File: src/rtl/vga_sync_receptor.sv
// vga_sync_receptor: recovers pixel_X/pixel_Y/video_on and a lock flag from active-low hsync/vsync plus p_tick; outputs registered 1 CLK after each pixel event, no backpressure.
// Optional MEAS_OUT_EN: exposes the last measured line/frame lengths on h_period/v_period (tied to 0 otherwise).
module vga_sync_receptor #(
  parameter int HM         = 640,
  parameter int H_FP       = 16,
  parameter int H_TOTAL    = 800,
  parameter int VM         = 480,
  parameter int V_FP       = 10,
  parameter int V_TOTAL    = 525,
  parameter int LOCK_LINES = 4
) (
  input  logic        CLK,
  input  logic        RESET,
  input  logic        p_tick,
  input  logic        sincro_horiz,
  input  logic        sincro_vert,
  output logic [9:0]  pixel_X,
  output logic [9:0]  pixel_Y,
  output logic        video_on,
  output logic        locked,
  output logic        sync_err,
  output logic        frame_start,
  output logic [10:0] h_period,
  output logic [10:0] v_period
);

  localparam logic [9:0]  X_HS      = 10'(HM + H_FP);
  localparam logic [9:0]  X_LAST    = 10'(H_TOTAL - 1);
  localparam logic [9:0]  Y_VS      = 10'(VM + V_FP);
  localparam logic [9:0]  Y_LAST    = 10'(V_TOTAL - 1);
  localparam logic [9:0]  X_VIS     = 10'(HM);
  localparam logic [9:0]  Y_VIS     = 10'(VM);
  localparam logic [10:0] H_LEN     = 11'(H_TOTAL);
  localparam logic [10:0] V_LEN     = 11'(V_TOTAL);
  localparam logic [10:0] H_TMO     = 11'(2 * H_TOTAL);
  localparam logic [10:0] MEAS_MAX  = 11'h7FF;
  localparam logic [3:0]  GOOD_LAST = 4'(LOCK_LINES - 1);

  typedef enum logic [1:0] {ST_SEARCH, ST_HLOCK, ST_VALIGN, ST_LOCKED} state_t;

  state_t      state;
  logic        tick_q, hs_q, vs_q;
  logic [10:0] h_meas, v_meas;
  logic [3:0]  good_cnt;
  logic        pe, h_edge, v_edge, line_ok, frame_ok, h_tmo;

  assign pe       = p_tick & ~tick_q;
  assign h_edge   = pe & hs_q & ~sincro_horiz;
  assign v_edge   = pe & vs_q & ~sincro_vert;
  assign line_ok  = (h_meas == H_LEN);
  assign frame_ok = (v_meas == V_LEN);
  assign h_tmo    = pe & ~h_edge & (h_meas > H_TMO);
  assign video_on = locked && (pixel_X < X_VIS) && (pixel_Y < Y_VIS);

  // Sync samples reset to the idle level so the first sample cannot fake an edge.
  always_ff @(posedge CLK) begin
    if (RESET) begin
      tick_q      <= 1'b0;
      hs_q        <= 1'b1;
      vs_q        <= 1'b1;
      pixel_X     <= '0;
      pixel_Y     <= '0;
      h_meas      <= '0;
      v_meas      <= '0;
      frame_start <= 1'b0;
    end else begin
      tick_q      <= p_tick;
      frame_start <= v_edge;
      if (pe) begin
        hs_q <= sincro_horiz;
        vs_q <= sincro_vert;
        if (h_edge)
          pixel_X <= X_HS;
        else if (pixel_X == X_LAST)
          pixel_X <= '0;
        else
          pixel_X <= pixel_X + 10'd1;
        if (v_edge)
          pixel_Y <= Y_VS;
        else if (!h_edge && pixel_X == X_LAST)
          pixel_Y <= (pixel_Y == Y_LAST) ? 10'd0 : pixel_Y + 10'd1;
        if (h_edge)
          h_meas <= 11'd1;
        else if (h_meas != MEAS_MAX)
          h_meas <= h_meas + 11'd1;
        if (v_edge)
          v_meas <= {10'd0, h_edge};
        else if (h_edge && v_meas != MEAS_MAX)
          v_meas <= v_meas + 11'd1;
      end
    end
  end

  always_ff @(posedge CLK) begin
    if (RESET) begin
      state    <= ST_SEARCH;
      good_cnt <= '0;
      locked   <= 1'b0;
      sync_err <= 1'b0;
    end else begin
      sync_err <= 1'b0;
      case (state)
        ST_SEARCH: begin
          if (h_edge) begin
            if (!line_ok) begin
              good_cnt <= '0;
            end else if (good_cnt == GOOD_LAST) begin
              good_cnt <= '0;
              state    <= ST_HLOCK;
            end else begin
              good_cnt <= good_cnt + 4'd1;
            end
          end
        end
        ST_HLOCK: begin
          if (h_edge && !line_ok)
            state <= ST_SEARCH;
          else if (v_edge)
            state <= ST_VALIGN;
        end
        ST_VALIGN: begin
          if (h_edge && !line_ok) begin
            state <= ST_SEARCH;
          end else if (v_edge && frame_ok) begin
            state  <= ST_LOCKED;
            locked <= 1'b1;
          end
        end
        ST_LOCKED: begin
          // All loss causes merge into a single error pulse.
          if ((h_edge && !line_ok) || (v_edge && !frame_ok) || h_tmo) begin
            state    <= ST_SEARCH;
            locked   <= 1'b0;
            sync_err <= 1'b1;
          end
        end
        default: begin
          state  <= ST_SEARCH;
          locked <= 1'b0;
        end
      endcase
    end
  end

`ifdef MEAS_OUT_EN
  always_ff @(posedge CLK) begin
    if (RESET) begin
      h_period <= '0;
      v_period <= '0;
    end else begin
      if (h_edge) h_period <= h_meas;
      if (v_edge) v_period <= v_meas;
    end
  end
`else
  assign h_period = '0;
  assign v_period = '0;
`endif

endmodule

File: config.mk
export PLATFORM = sky130hd
export DESIGN_NAME = vga_sync_receptor
export DESIGN_NICKNAME = d
export VERILOG_FILES = /design/src/rtl/vga_sync_receptor.sv
export SDC_FILE = /design/constraint.sdc
export NUM_CORES = 1
export LEC_CHECK = 0
export ABC_CLOCK_PERIOD_IN_PS = 2900
export BUFFER_PORTS_ARGS = -buffer_cell sky130_fd_sc_hd__buf_4
export CAP_MARGIN = 20
export CORE_ASPECT_RATIO = 1.75
export CORE_MARGIN = 1
export CORE_UTILIZATION = 60
export CTS_CLUSTER_SIZE = 8
export DETAILED_ROUTE_END_ITERATION = 7
export GPL_ROUTABILITY_DRIVEN = 0
export PLACE_DENSITY = 0.84
export SLEW_MARGIN = 10
export SYNTH_ARGS = -nofsm -noshare
export SYNTH_HDL_FRONTEND = slang
export SYNTH_SLANG_ARGS = --single-unit
File: constraint.sdc
create_clock -name CLK -period 2.9 [get_ports CLK]
set_input_delay 0.29 -clock CLK [delete_from_list [all_inputs] [get_ports CLK]]
set_output_delay 0.29 -clock CLK [all_outputs]
set_load 0.02 [all_outputs]
==> impl_metrics.py, run 1 <==
metrics = {
    "route": {
        "ant_nets": 0,
        "detail_route.wl_per_cell_microns": 15.1,
        "drt_first_pass_iters": 4,
        "vias": 2598,
        "drc_errors": 0,
        "drt-initial-drc-count": 99,
        "wl_microns": 6400,
        "drt-vias-per-instance": 6.11,
    },
    "sta": {
        "finalCriticalPeriod_ns": 2.22,
        "rsz0062_at_grt": "no",
        "skew_ns": 0.00400,
        "drv_slew": 0,
        "max-slew-margin-rel_pct": 59.2,
        "finalSetupTns_ns": 0,
        "tightestPinTransition_ns": 0.607,
        "hold_viol_final": 0,
        "fmax_mhz": 451,
        "finalCritPeriodShare_pct": 76.5,
        "setup_violations": 0,
    },
    "worst_setup_path": {
        "crit_required_ns": 3.11,
        "timing.critical_path.from": "tick_q$_SDFF_PP0_",
        "crit_chain": "and2b_1 > nand3b_1 > nand2b_1 > nor3b_1 > a32o_1",
        "worst_path_largest_cell_delay_ns": 0.53,
        "critPathCaptureType": "flop",
        "critPathLaunchType": "flop",
        "crit_path_max_fanout": 14,
        "path_class": "flop to flop",
        "cp_slowest_cell": "nand2b_1",
        "crit_arrival_ns": 2.43,
        "r2r-start": "tick_q$_SDFF_PP0_",
    },
    "die": {
        "die_h_microns": 95.5,
        "rows": 33,
        "initial_utilization_pct": 63.1,
        "core-area_sq_um": 4750,
        "die-area_sq_um": 5290,
        "die_w_microns": 55.4,
        "ios": 51,
    },
    "synthesis": {
        "synth_top_cell_by_area": "dfxtp_1",
        "ys_seq_area_share_pct": 36.1,
        "ys_async_sr_fraction_pct": 0,
        "synthFlopType": "dfxtp_1",
        "synth-edff-count": 0,
        "ys_types": 58,
        "syn_area_sq_um": 3000,
        "syn_area_per_cell_sq_um": 8.59,
        "synth_top_area_share_pct": 36.1,
        "ys_top_cells_by_count": "dfxtp_1 (54), nor2_1 (31), nand2_1 (26), buf_4 (23), a21oi_1 (22)",
        "synth-seq-cells": 54,
        "yosys_warnings": 0,
        "yosys-top-cells-area": "dfxtp_1 (36%), buf_4 (5.8%), nor2_1 (3.9%)",
        "yosys.cell_count.top_type": "dfxtp_1",
        "synthCells": 349,
    },
    "cts": {
        "post_cts_resized": 0,
        "cts-root-buf": "clkbuf_8",
        "cts_tree": "done",
        "cts_buffers": 5,
        "postCtsSetupBuffers": 0,
        "cts.sinks": 54,
        "cts_hold_buffers": 0,
        "clockBufferDepth": 2,
        "cts.clk_slew.worst_paths_ns": 0.09,
        "htree_levels": 2,
        "clkLatencyLatePin_ns": 0.31,
    },
    "power_and_ir_drop": {
        "p_leak_nw": 1.19,
        "powerDensity_nw_per_um2": 447,
        "ir_drop_v": 0.000355,
    },
    "hold_path": {
        "hp-class": "input pin to flop",
        "hold_start": "sincro_vert",
    },
    "global_routing": {
        "grt_max_degree": 33,
        "grt_pass1_vias": 2445,
        "grt-ovfl-total": 0,
        "grt_pass1_wl_microns": 10700,
        "antenna_found_initial": 0,
        "track_usage_pct": 25.0,
    },
    "placement": {
        "dp_hpwl_microns": 4610,
        "portBuffers": 28,
    },
    "finish": {
        "area_growth_pct": 7.68,
        "drive_above_1_share_pct": 13.4,
        "final_util_pct": 68.0,
        "fin_nets": 385,
        "antenna_cells": 0,
    },
    "run_status": {
        "status": "finished, final reports clean",
    },
    "flow_run": {
        "drv_cap": 0,
    },
}
## state kept, by name (all words and copies together), names as in the netlist
| signal | flops |
|---|---|
| pixel_Y | 10 |
| h_meas | 11 |
| tick_q | 1 |
| good_cnt | 4 |
| state | 2 |
| locked | 1 |
| vs_q | 1 |
| hs_q | 1 |
| pixel_X | 10 |
| v_meas | 11 |
| frame_start | 1 |
| sync_err | 1 |
## through the flow
stage	hold WS [ns]	instances	total power [mW]	setup WS [ns]	cell area, sq um
4_1_cts	0.204	425	1.45	0.714	3230
2_1_floorplan	0.414	370	0.936	1.01	3080
3_5_place_dp	0.477	417	0.953	0.724	3120
5_1_grt	0.217	425	1.50	0.523	3230
3_3_place_gp	0.466	417	0.949	0.757	3120
6_report	0.210	425	1.44	0.683	3230
## cells by family after synthesis
logic type      synth area share [%]
buf+inv                         9.31
simple gates                    29.8
compound gates                  15.1
fa+ha+maj                       3.34
flops                           36.1
xor+xnor                        5.55
other cells                    0.125
mux                            0.668
## worst max-delay path, delay by kind of cell (launching register included)
kind,cells,cell delay [ns]
AO/OA/AOI/OAI,1,0.21
flip-flops,1,0.35
AND/OR/NAND/NOR,4,1.55
## path summary, 6_finish.rpt
| path | to | slack (ns) | depth (start not counted) |
|---|---|---|---|
| worst max-delay path | pixel_Y[9]$_SDFFE_PP0P_ | 0.68 | 5 |
| worst min-delay path | vs_q$_SDFFE_PP1P_ | 0.21 | 3 |
| worst max register to register | pixel_Y[9]$_SDFFE_PP0P_ | 0.68 | 5 |
| worst min register to register | vs_q$_SDFFE_PP1P_ | 0.49 | 2 |
## per-layer routing
metal / GRT usage (%) / routed length (microns) / up-vias
met3: 4.21 / 263 / 13
met2: 45.7 / 3440 / 73
met4: 13.5 / 137 / 0
met1: 27.3 / 2560 / 1246
li1: - / - / 1266
met5: 0 / 0 / -
## where the power goes
part	internal [mW]	switching [mW]
logic	0.0505	0.107
clock network	0.258	0.248
registers	0.758	0.0217
## layout make-up
type	count	area (sq um)
well taps	52	65.1
repair buffers	30	225
multi-input cells	273	1720
clock inverters	2	37.5
clock buffers	6	72.6
fillers	401	1520
flip-flops and latches	54	1080
inverters	8	30.0
## cells in the final DEF, fill, tap and decap left out, types with 4 or more instances in the layout
| master | n |
|---|---|
| dfxtp_1 | 54 |
| nor2_1 | 31 |
| buf_4 | 30 |
| nand2_1 | 26 |
| a21oi_1 | 22 |
| conb_1 | 22 |
| o21ai_0 | 16 |
| nand3_1 | 13 |
| nor3_1 | 12 |
| xnor2_1 | 10 |
| nand4_1 | 9 |
| xor2_1 | 9 |
| inv_1 | 8 |
| nand2b_1 | 8 |
| ha_1 | 8 |
| and3_1 | 7 |
| nand3b_1 | 7 |
| nor4_1 | 6 |
| and4_1 | 5 |
| a211oi_1 | 5 |
| or3_1 | 5 |
| clkbuf_8 | 5 |
| a41oi_1 | 4 |
(Power assumes the default switching activity.)
==> run 2, diff against run 1 <==
--- a/config.mk
+++ b/config.mk
@@ -5,16 +5,16 @@
 export SDC_FILE = /design/constraint.sdc
 export NUM_CORES = 1
 export LEC_CHECK = 0
-export ABC_CLOCK_PERIOD_IN_PS = 2900
+export ABC_CLOCK_PERIOD_IN_PS = 2300
 export BUFFER_PORTS_ARGS = -buffer_cell sky130_fd_sc_hd__buf_4
 export CAP_MARGIN = 20
 export CORE_ASPECT_RATIO = 1.75
 export CORE_MARGIN = 1
-export CORE_UTILIZATION = 60
+export CORE_UTILIZATION = 56
 export CTS_CLUSTER_SIZE = 8
 export DETAILED_ROUTE_END_ITERATION = 7
 export GPL_ROUTABILITY_DRIVEN = 0
-export PLACE_DENSITY = 0.84
+export PLACE_DENSITY = 0.8
 export SLEW_MARGIN = 10
 export SYNTH_ARGS = -nofsm -noshare
 export SYNTH_HDL_FRONTEND = slang
==> constraint.sdc (replaced) <==
create_clock -name CLK -period 2.3 [get_ports CLK]
set_input_delay 0.23 -clock CLK [delete_from_list [all_inputs] [get_ports CLK]]
set_output_delay 0.23 -clock CLK [all_outputs]
set_load 0.02 [all_outputs]
==> impl_metrics.py, run 2 (same netlist as run 1, synthesis figures left out) <==
metrics = {
    "sta": {
        "rsz0062_at_grt": "no",
        "tightestPinTransition_ns": 0.533,
        "finalSetupTns_ns": 0,
        "setup_violations": 0,
        "max-slew-margin-rel_pct": 64.0,
        "finalCritPeriodShare_pct": 87.8,
        "finalCriticalPeriod_ns": 2.02,
        "skew_ns": 0.00662,
        "hold_viol_final": 0,
        "fmax_mhz": 495,
        "drv_slew": 0,
    },
    "route": {
        "ant_nets": 0,
        "wl_microns": 6540,
        "drt-initial-drc-count": 66,
        "detail_route.wl_per_cell_microns": 15.1,
        "drc_errors": 4,
        "drt_first_pass_iters": 7,
        "vias": 2565,
        "drt-vias-per-instance": 5.91,
    },
    "cts": {
        "clkLatencyLatePin_ns": 0.31,
        "cts_tree": "done",
        "cts_buffers": 5,
        "htree_levels": 2,
        "postCtsSetupBuffers": 0,
        "cts-root-buf": "clkbuf_8",
        "clockBufferDepth": 2,
        "cts_hold_buffers": 0,
        "cts.sinks": 54,
        "post_cts_resized": 0,
        "cts.clk_slew.worst_paths_ns": 0.10,
    },
    "global_routing": {
        "grt_pass1_vias": 2390,
        "grt_pass1_wl_microns": 11000,
        "grt_max_degree": 33,
        "track_usage_pct": 24.2,
        "antenna_found_initial": 0,
        "grt-ovfl-total": 0,
    },
    "die": {
        "core-area_sq_um": 5060,
        "initial_utilization_pct": 59.2,
        "ios": 51,
        "die_w_microns": 57.3,
        "die-area_sq_um": 5660,
        "rows": 34,
        "die_h_microns": 98.8,
    },
    "worst_setup_path": {
        "crit_path_max_fanout": 7,
        "critPathCaptureType": "flop",
        "crit_required_ns": 2.50,
        "crit_arrival_ns": 2.22,
        "rr_worst_depth": 6,
        "critPathLaunchType": "flop",
        "path_class": "flop to flop",
    },
    "hold_path": {
        "hp-class": "input pin to flop",
        "whs_path_depth": 3,
    },
    "finish": {
        "antenna_cells": 0,
        "top_regs": "h_meas (11), v_meas (11)",
        "fin_nets": 392,
        "layout_common_cells": "dfxtp_1 (54), buf_4 (37), nor2_1 (31)",
        "fillers": 465,
        "area_growth_pct": 9.52,
        "final_common_cell": "dfxtp_1",
        "drive_above_1_share_pct": 15.3,
    },
    "power_and_ir_drop": {
        "totalPowerFinal_mw": 1.81,
        "powerDensity_nw_per_um2": 552,
        "ir_drop_v": 0.000402,
        "p_leak_nw": 1.23,
    },
    "run_status": {
        "status": "complete, but fails checks",
        "violations": "design-rule violations",
    },
    "flow_run": {
        "drv_cap": 0,
    },
    "placement": {
        "portBuffers": 28,
        "dp_hpwl_microns": 4790,
    },
}
run 2: power by group:
| part | total, mW | leakage (nW) | internal (mW) | switching (mW) |
|---|---|---|---|---|
| Combinational | 0.212 | 0.737 | 0.0728 | 0.139 |
| Clock | 0.618 | 0.0575 | 0.305 | 0.313 |
| Sequential | 0.981 | 0.438 | 0.956 | 0.0246 |
| Total | 1.81 | 1.23 | 1.33 | 0.477 |
run 2: layout make-up:
type	instances	area (sq um)	share of cell area (%)
Multi-Input combinational cell	273	1720	52.3
Sequential cell	54	1080	32.9
Timing Repair Buffer	37	278	8.46
Clock buffer	8	110	3.35
Tap cell	54	67.6	2.06
Inverter	8	30.0	0.915
run 2: per-stage QoR:
| step | hold WS [ns] | worst slack (ns) | instances | area, sq um | util [%] |
|---|---|---|---|---|---|
| after floorplan | 0.354 | 0.409 | 370 | 3080 | - |
| after global placement | 0.462 | 0.423 | 426 | 3170 | 62.7 |
| after detailed placement | 0.466 | 0.364 | 426 | 3170 | 62.7 |
| after CTS | 0.137 | 0.328 | 434 | 3280 | 64.8 |
| after global routing | 0.159 | 0.138 | 434 | 3280 | 64.8 |
| final | 0.142 | 0.280 | 434 | 3280 | 64.8 |
run 2: path summary, 6_finish.rpt:
kind	startpoint	end	slack [ns]
setup / recovery	pixel_X[0]$_SDFFE_PP0P_	pixel_Y[9]$_SDFFE_PP0P_	0.28
hold / removal	sincro_horiz	hs_q$_SDFFE_PP1P_	0.14
setup reg to reg	pixel_X[0]$_SDFFE_PP0P_	pixel_Y[9]$_SDFFE_PP0P_	0.28
hold reg to reg	hs_q$_SDFFE_PP1P_	hs_q$_SDFFE_PP1P_	0.49
run 2: layer usage:
layer	routed length (microns)	GRT usage, %	vias up
li1	-	-	1278
met1	2750	28.1	1235
met2	3550	44.7	47
met3	172	3.54	5
met4	63	7.32	0
met5	0	0	-
run 2: critical path, cell delays in order (launching register included):
cell     delay (ns)
dfxtp_1        0.39
ha_1           0.22
and4_1         0.28
nand3_2        0.15
nor2_1         0.38
o21ai_0        0.18
a32o_1         0.30
==> run 3, diff against run 2 <==
--- a/config.mk
+++ b/config.mk
@@ -5,12 +5,13 @@
 export SDC_FILE = /design/constraint.sdc
 export NUM_CORES = 1
 export LEC_CHECK = 0
-export ABC_CLOCK_PERIOD_IN_PS = 2300
+export ABC_AREA = 1
 export BUFFER_PORTS_ARGS = -buffer_cell sky130_fd_sc_hd__buf_4
 export CAP_MARGIN = 20
 export CORE_ASPECT_RATIO = 1.75
 export CORE_MARGIN = 1
-export CORE_UTILIZATION = 56
+export CORE_UTILIZATION = 57
+export CTS_BUF_LIST = sky130_fd_sc_hd__clkbuf_16
 export CTS_CLUSTER_SIZE = 8
 export DETAILED_ROUTE_END_ITERATION = 7
 export GPL_ROUTABILITY_DRIVEN = 0
==> impl_metrics.py, run 3 <==
metrics = {
    "synthesis": {
        "yosys.cell_count.top_type": "nand2_1",
        "ys_top_cells_by_count": "nand2_1 (116), nor2_1 (68), inv_1 (60), dfxtp_1 (54), a21oi_1 (43)",
        "syn_area_sq_um": 3360,
        "ys_types": 40,
        "yosys_warnings": 0,
        "syn_area_per_cell_sq_um": 6.67,
        "synth_top_cell_by_area": "dfxtp_1",
        "synthFlopType": "dfxtp_1",
        "synthCells": 504,
        "synth_xor_area_share_pct": 2.34,
        "synth-seq-cells": 54,
        "synth-edff-count": 0,
        "ys_seq_area_share_pct": 32.1,
        "yosys.area_share.adder_pct": 2.98,
        "yosys-top-cells-area": "dfxtp_1 (32%), nand2_1 (13%), nor2_1 (7.6%)",
        "synth-simple-area-share_pct": 35.8,
        "synth_top_family_by_area": "simple AND/OR/NAND/NOR gates",
        "synthMuxAreaShare_pct": 0,
        "ys_async_sr_fraction_pct": 0,
        "synth_compound_area_share_pct": 12.4,
        "synth_top_area_share_pct": 32.1,
    },
    "sta": {
        "drv_slew": 0,
        "finalSetupTns_ns": 0,
        "fmax_mhz": 560,
        "setup_violations": 0,
        "hold_viol_final": 0,
        "rsz0062_at_grt": "no",
        "finalCriticalPeriod_ns": 1.78,
        "setup_ws_ns": 0.516,
        "finalCritPeriodShare_pct": 77.6,
        "skew_ns": 0.00540,
    },
    "cts": {
        "cts.sinks": 54,
        "cts_buffers": 5,
        "htree_levels": 2,
        "postCtsSetupBuffers": 0,
        "cts-root-buf": "clkbuf_16",
        "cts_tree": "done",
        "post_cts_resized": 0,
        "cts.clk_slew.worst_paths_ns": 0.06,
        "cts_hold_buffers": 0,
        "clockBufferDepth": 2,
        "clkLatencyLatePin_ns": 0.30,
    },
    "global_routing": {
        "met1_usage_pct": 28.8,
        "top_usage_layer": "met2",
        "grt_use_met2_pct": 44.3,
        "grt_pass1_wl_microns": 12900,
        "grt-ovfl-total": 0,
        "grt_pass1_vias": 3068,
        "track_usage_pct": 26.3,
        "grt_use_met3_pct": 4.62,
        "antenna_found_initial": 0,
        "grt_max_degree": 25,
    },
    "power_and_ir_drop": {
        "combPwrFrac_pct": 14.0,
        "seqPwrFrac_pct": 49.5,
        "powerDensity_nw_per_um2": 549,
        "swShare_pct": 28.4,
        "p_leak_nw": 1.56,
        "pwr-share-clk_pct": 36.5,
        "power.internal_mw": 1.44,
        "ir_drop_v": 0.000489,
        "switching_power_uw": 571,
    },
    "finish": {
        "fillers": 526,
        "seq_area_sq_um": 1080,
        "drive_above_1_share_pct": 11.7,
        "fin_nets": 543,
        "fin_area_sq_um": 3670,
        "top_regs": "h_meas (11), v_meas (11)",
        "final_common_cell": "nand2_1",
        "layout_common_cells": "nand2_1 (116), nor2_1 (68), inv_1 (61)",
        "antenna_cells": 0,
        "multi_input_area_sq_um": 1880,
        "final_util_pct": 65.1,
        "area_growth_pct": 9.04,
        "stdcell_count": 606,
    },
    "worst_setup_path": {
        "r2r-start": "pixel_X[0]$_SDFFE_PP0P_",
        "worst_path_largest_cell_delay_ns": 0.39,
        "crit_path_max_fanout": 5,
        "cp_slowest_cell": "dfxtp_1",
        "timing.critical_path.from": "pixel_X[0]$_SDFFE_PP0P_",
        "crit_family": "simple AND/OR/NAND/NOR gates",
        "crit_chain": "ha_1 > nand2_1 > nor2_1 > inv_1 > nor2_1 > nand2_1 > xor2_1 > nand2_1 > a21oi_1",
        "crit_arrival_ns": 2.00,
        "critPathLaunchType": "flop",
        "crit_top_cell": "nand2_1",
        "cp_num_buf_inv": 1,
        "path_class": "flop to flop",
        "critPathCaptureType": "flop",
        "crit_required_ns": 2.52,
    },
    "die": {
        "core-area_sq_um": 5630,
        "initial_utilization_pct": 59.7,
        "die-area_sq_um": 6220,
        "rows": 36,
        "die_h_microns": 104,
        "die_w_microns": 60.1,
        "ios": 51,
    },
    "route": {
        "vias": 3259,
        "ant_nets": 0,
        "drt-initial-drc-count": 149,
        "detail_route.wl_per_cell_microns": 12.5,
        "wl_microns": 7560,
        "drt-vias-per-instance": 5.38,
        "drc_errors": 0,
        "drt_first_pass_iters": 5,
    },
    "placement": {
        "portBuffers": 28,
        "dpl-instance-area_sq_um": 3530,
        "placed_cells": 599,
        "dp_hpwl_microns": 5680,
        "dp_worst_setup_slack_ns": 0.567,
    },
    "flow_run": {
        "drv_cap": 0,
    },
    "hold_path": {
        "hp-class": "input pin to flop",
        "hold_start": "p_tick",
    },
    "run_status": {
        "status": "finished, final reports clean",
    },
}
[run 3: cell types whose count changed after synthesis, moves of 5 or more]
cell,before,now
nand3b_1,7,2
and4_1,5,0
nand3_1,13,32
nor4_1,6,1
and3_1,7,0
a211oi_1,5,0
nand4_1,9,14
nand2_1,26,116
nor2_1,31,68
a21oi_1,22,43
or3_1,5,0
xnor2_1,10,1
nand2b_1,8,0
inv_1,8,60
[run 3: area by class of cell]
class | instances | share of cell area (%)
multi-input cells | 374 | 51.2
clock inverters | 2 | 0.307
repair buffers | 29 | 5.94
flip-flops and latches | 54 | 29.5
inverters | 66 | 7.03
clock buffers | 5 | 3.41
well taps | 76 | 2.59
[run 3: path summary, 6_finish.rpt]
kind	slack, ns	end	depth (start not counted)
max reg2reg	0.52	pixel_X[8]$_SDFFE_PP0P_	9
max	0.52	pixel_X[8]$_SDFFE_PP0P_	9
min reg2reg	0.48	v_meas[10]$_SDFFE_PP0P_	2
min	0.22	tick_q$_SDFF_PP0_	3
[run 3: logic make-up (layout without fill, tap and decap cells)]
| logic type | after synthesis | in the layout |
|---|---|---|
| fa+ha+maj | 8 | 8 |
| flops | 54 | 54 |
| buf+inv | 97 | 102 |
| xor+xnor | 9 | 9 |
| compound gates | 72 | 72 |
| other cells | 1 | 22 |
| simple gates | 263 | 263 |
[run 3: routing by layer]
| layer | vias up | wire, microns |
|---|---|---|
| met5 | - | 0 |
| li1 | 1628 | - |
| met2 | 100 | 4020 |
| met3 | 25 | 276 |
| met4 | 0 | 223 |
| met1 | 1506 | 3040 |
[run 3: metrics by stage]
stage / hold slack, ns / power (mW)
2_1_floorplan: 0.314 / 1.26
3_3_place_gp: 0.472 / 1.29
3_5_place_dp: 0.479 / 1.30
4_1_cts: 0.224 / 2.02
5_1_grt: 0.242 / 2.11
6_report: 0.221 / 2.01
[run 3: worst reg2reg max path, delay by kind of cell, from the launching register on]
family | cells | cell delay, ns
and+or+nand+nor | 5 | 0.71
AOI/OAI and AO/OA | 1 | 0.15
xor gates and xnor gates | 1 | 0.17
DFF | 1 | 0.39
buffers and inverters | 1 | 0.11
adders and majority gates | 1 | 0.18
[run 3: power groups by stage]
stage                     Combinational, mW  Sequential [mW]  Clock (mW)
after floorplan                       0.226             1.03           0
after global placement                0.274             1.02           0
after detailed placement              0.278             1.02           0
after CTS                             0.279            0.997       0.747
after global routing                  0.312             1.00       0.792
final                                 0.281            0.998       0.735
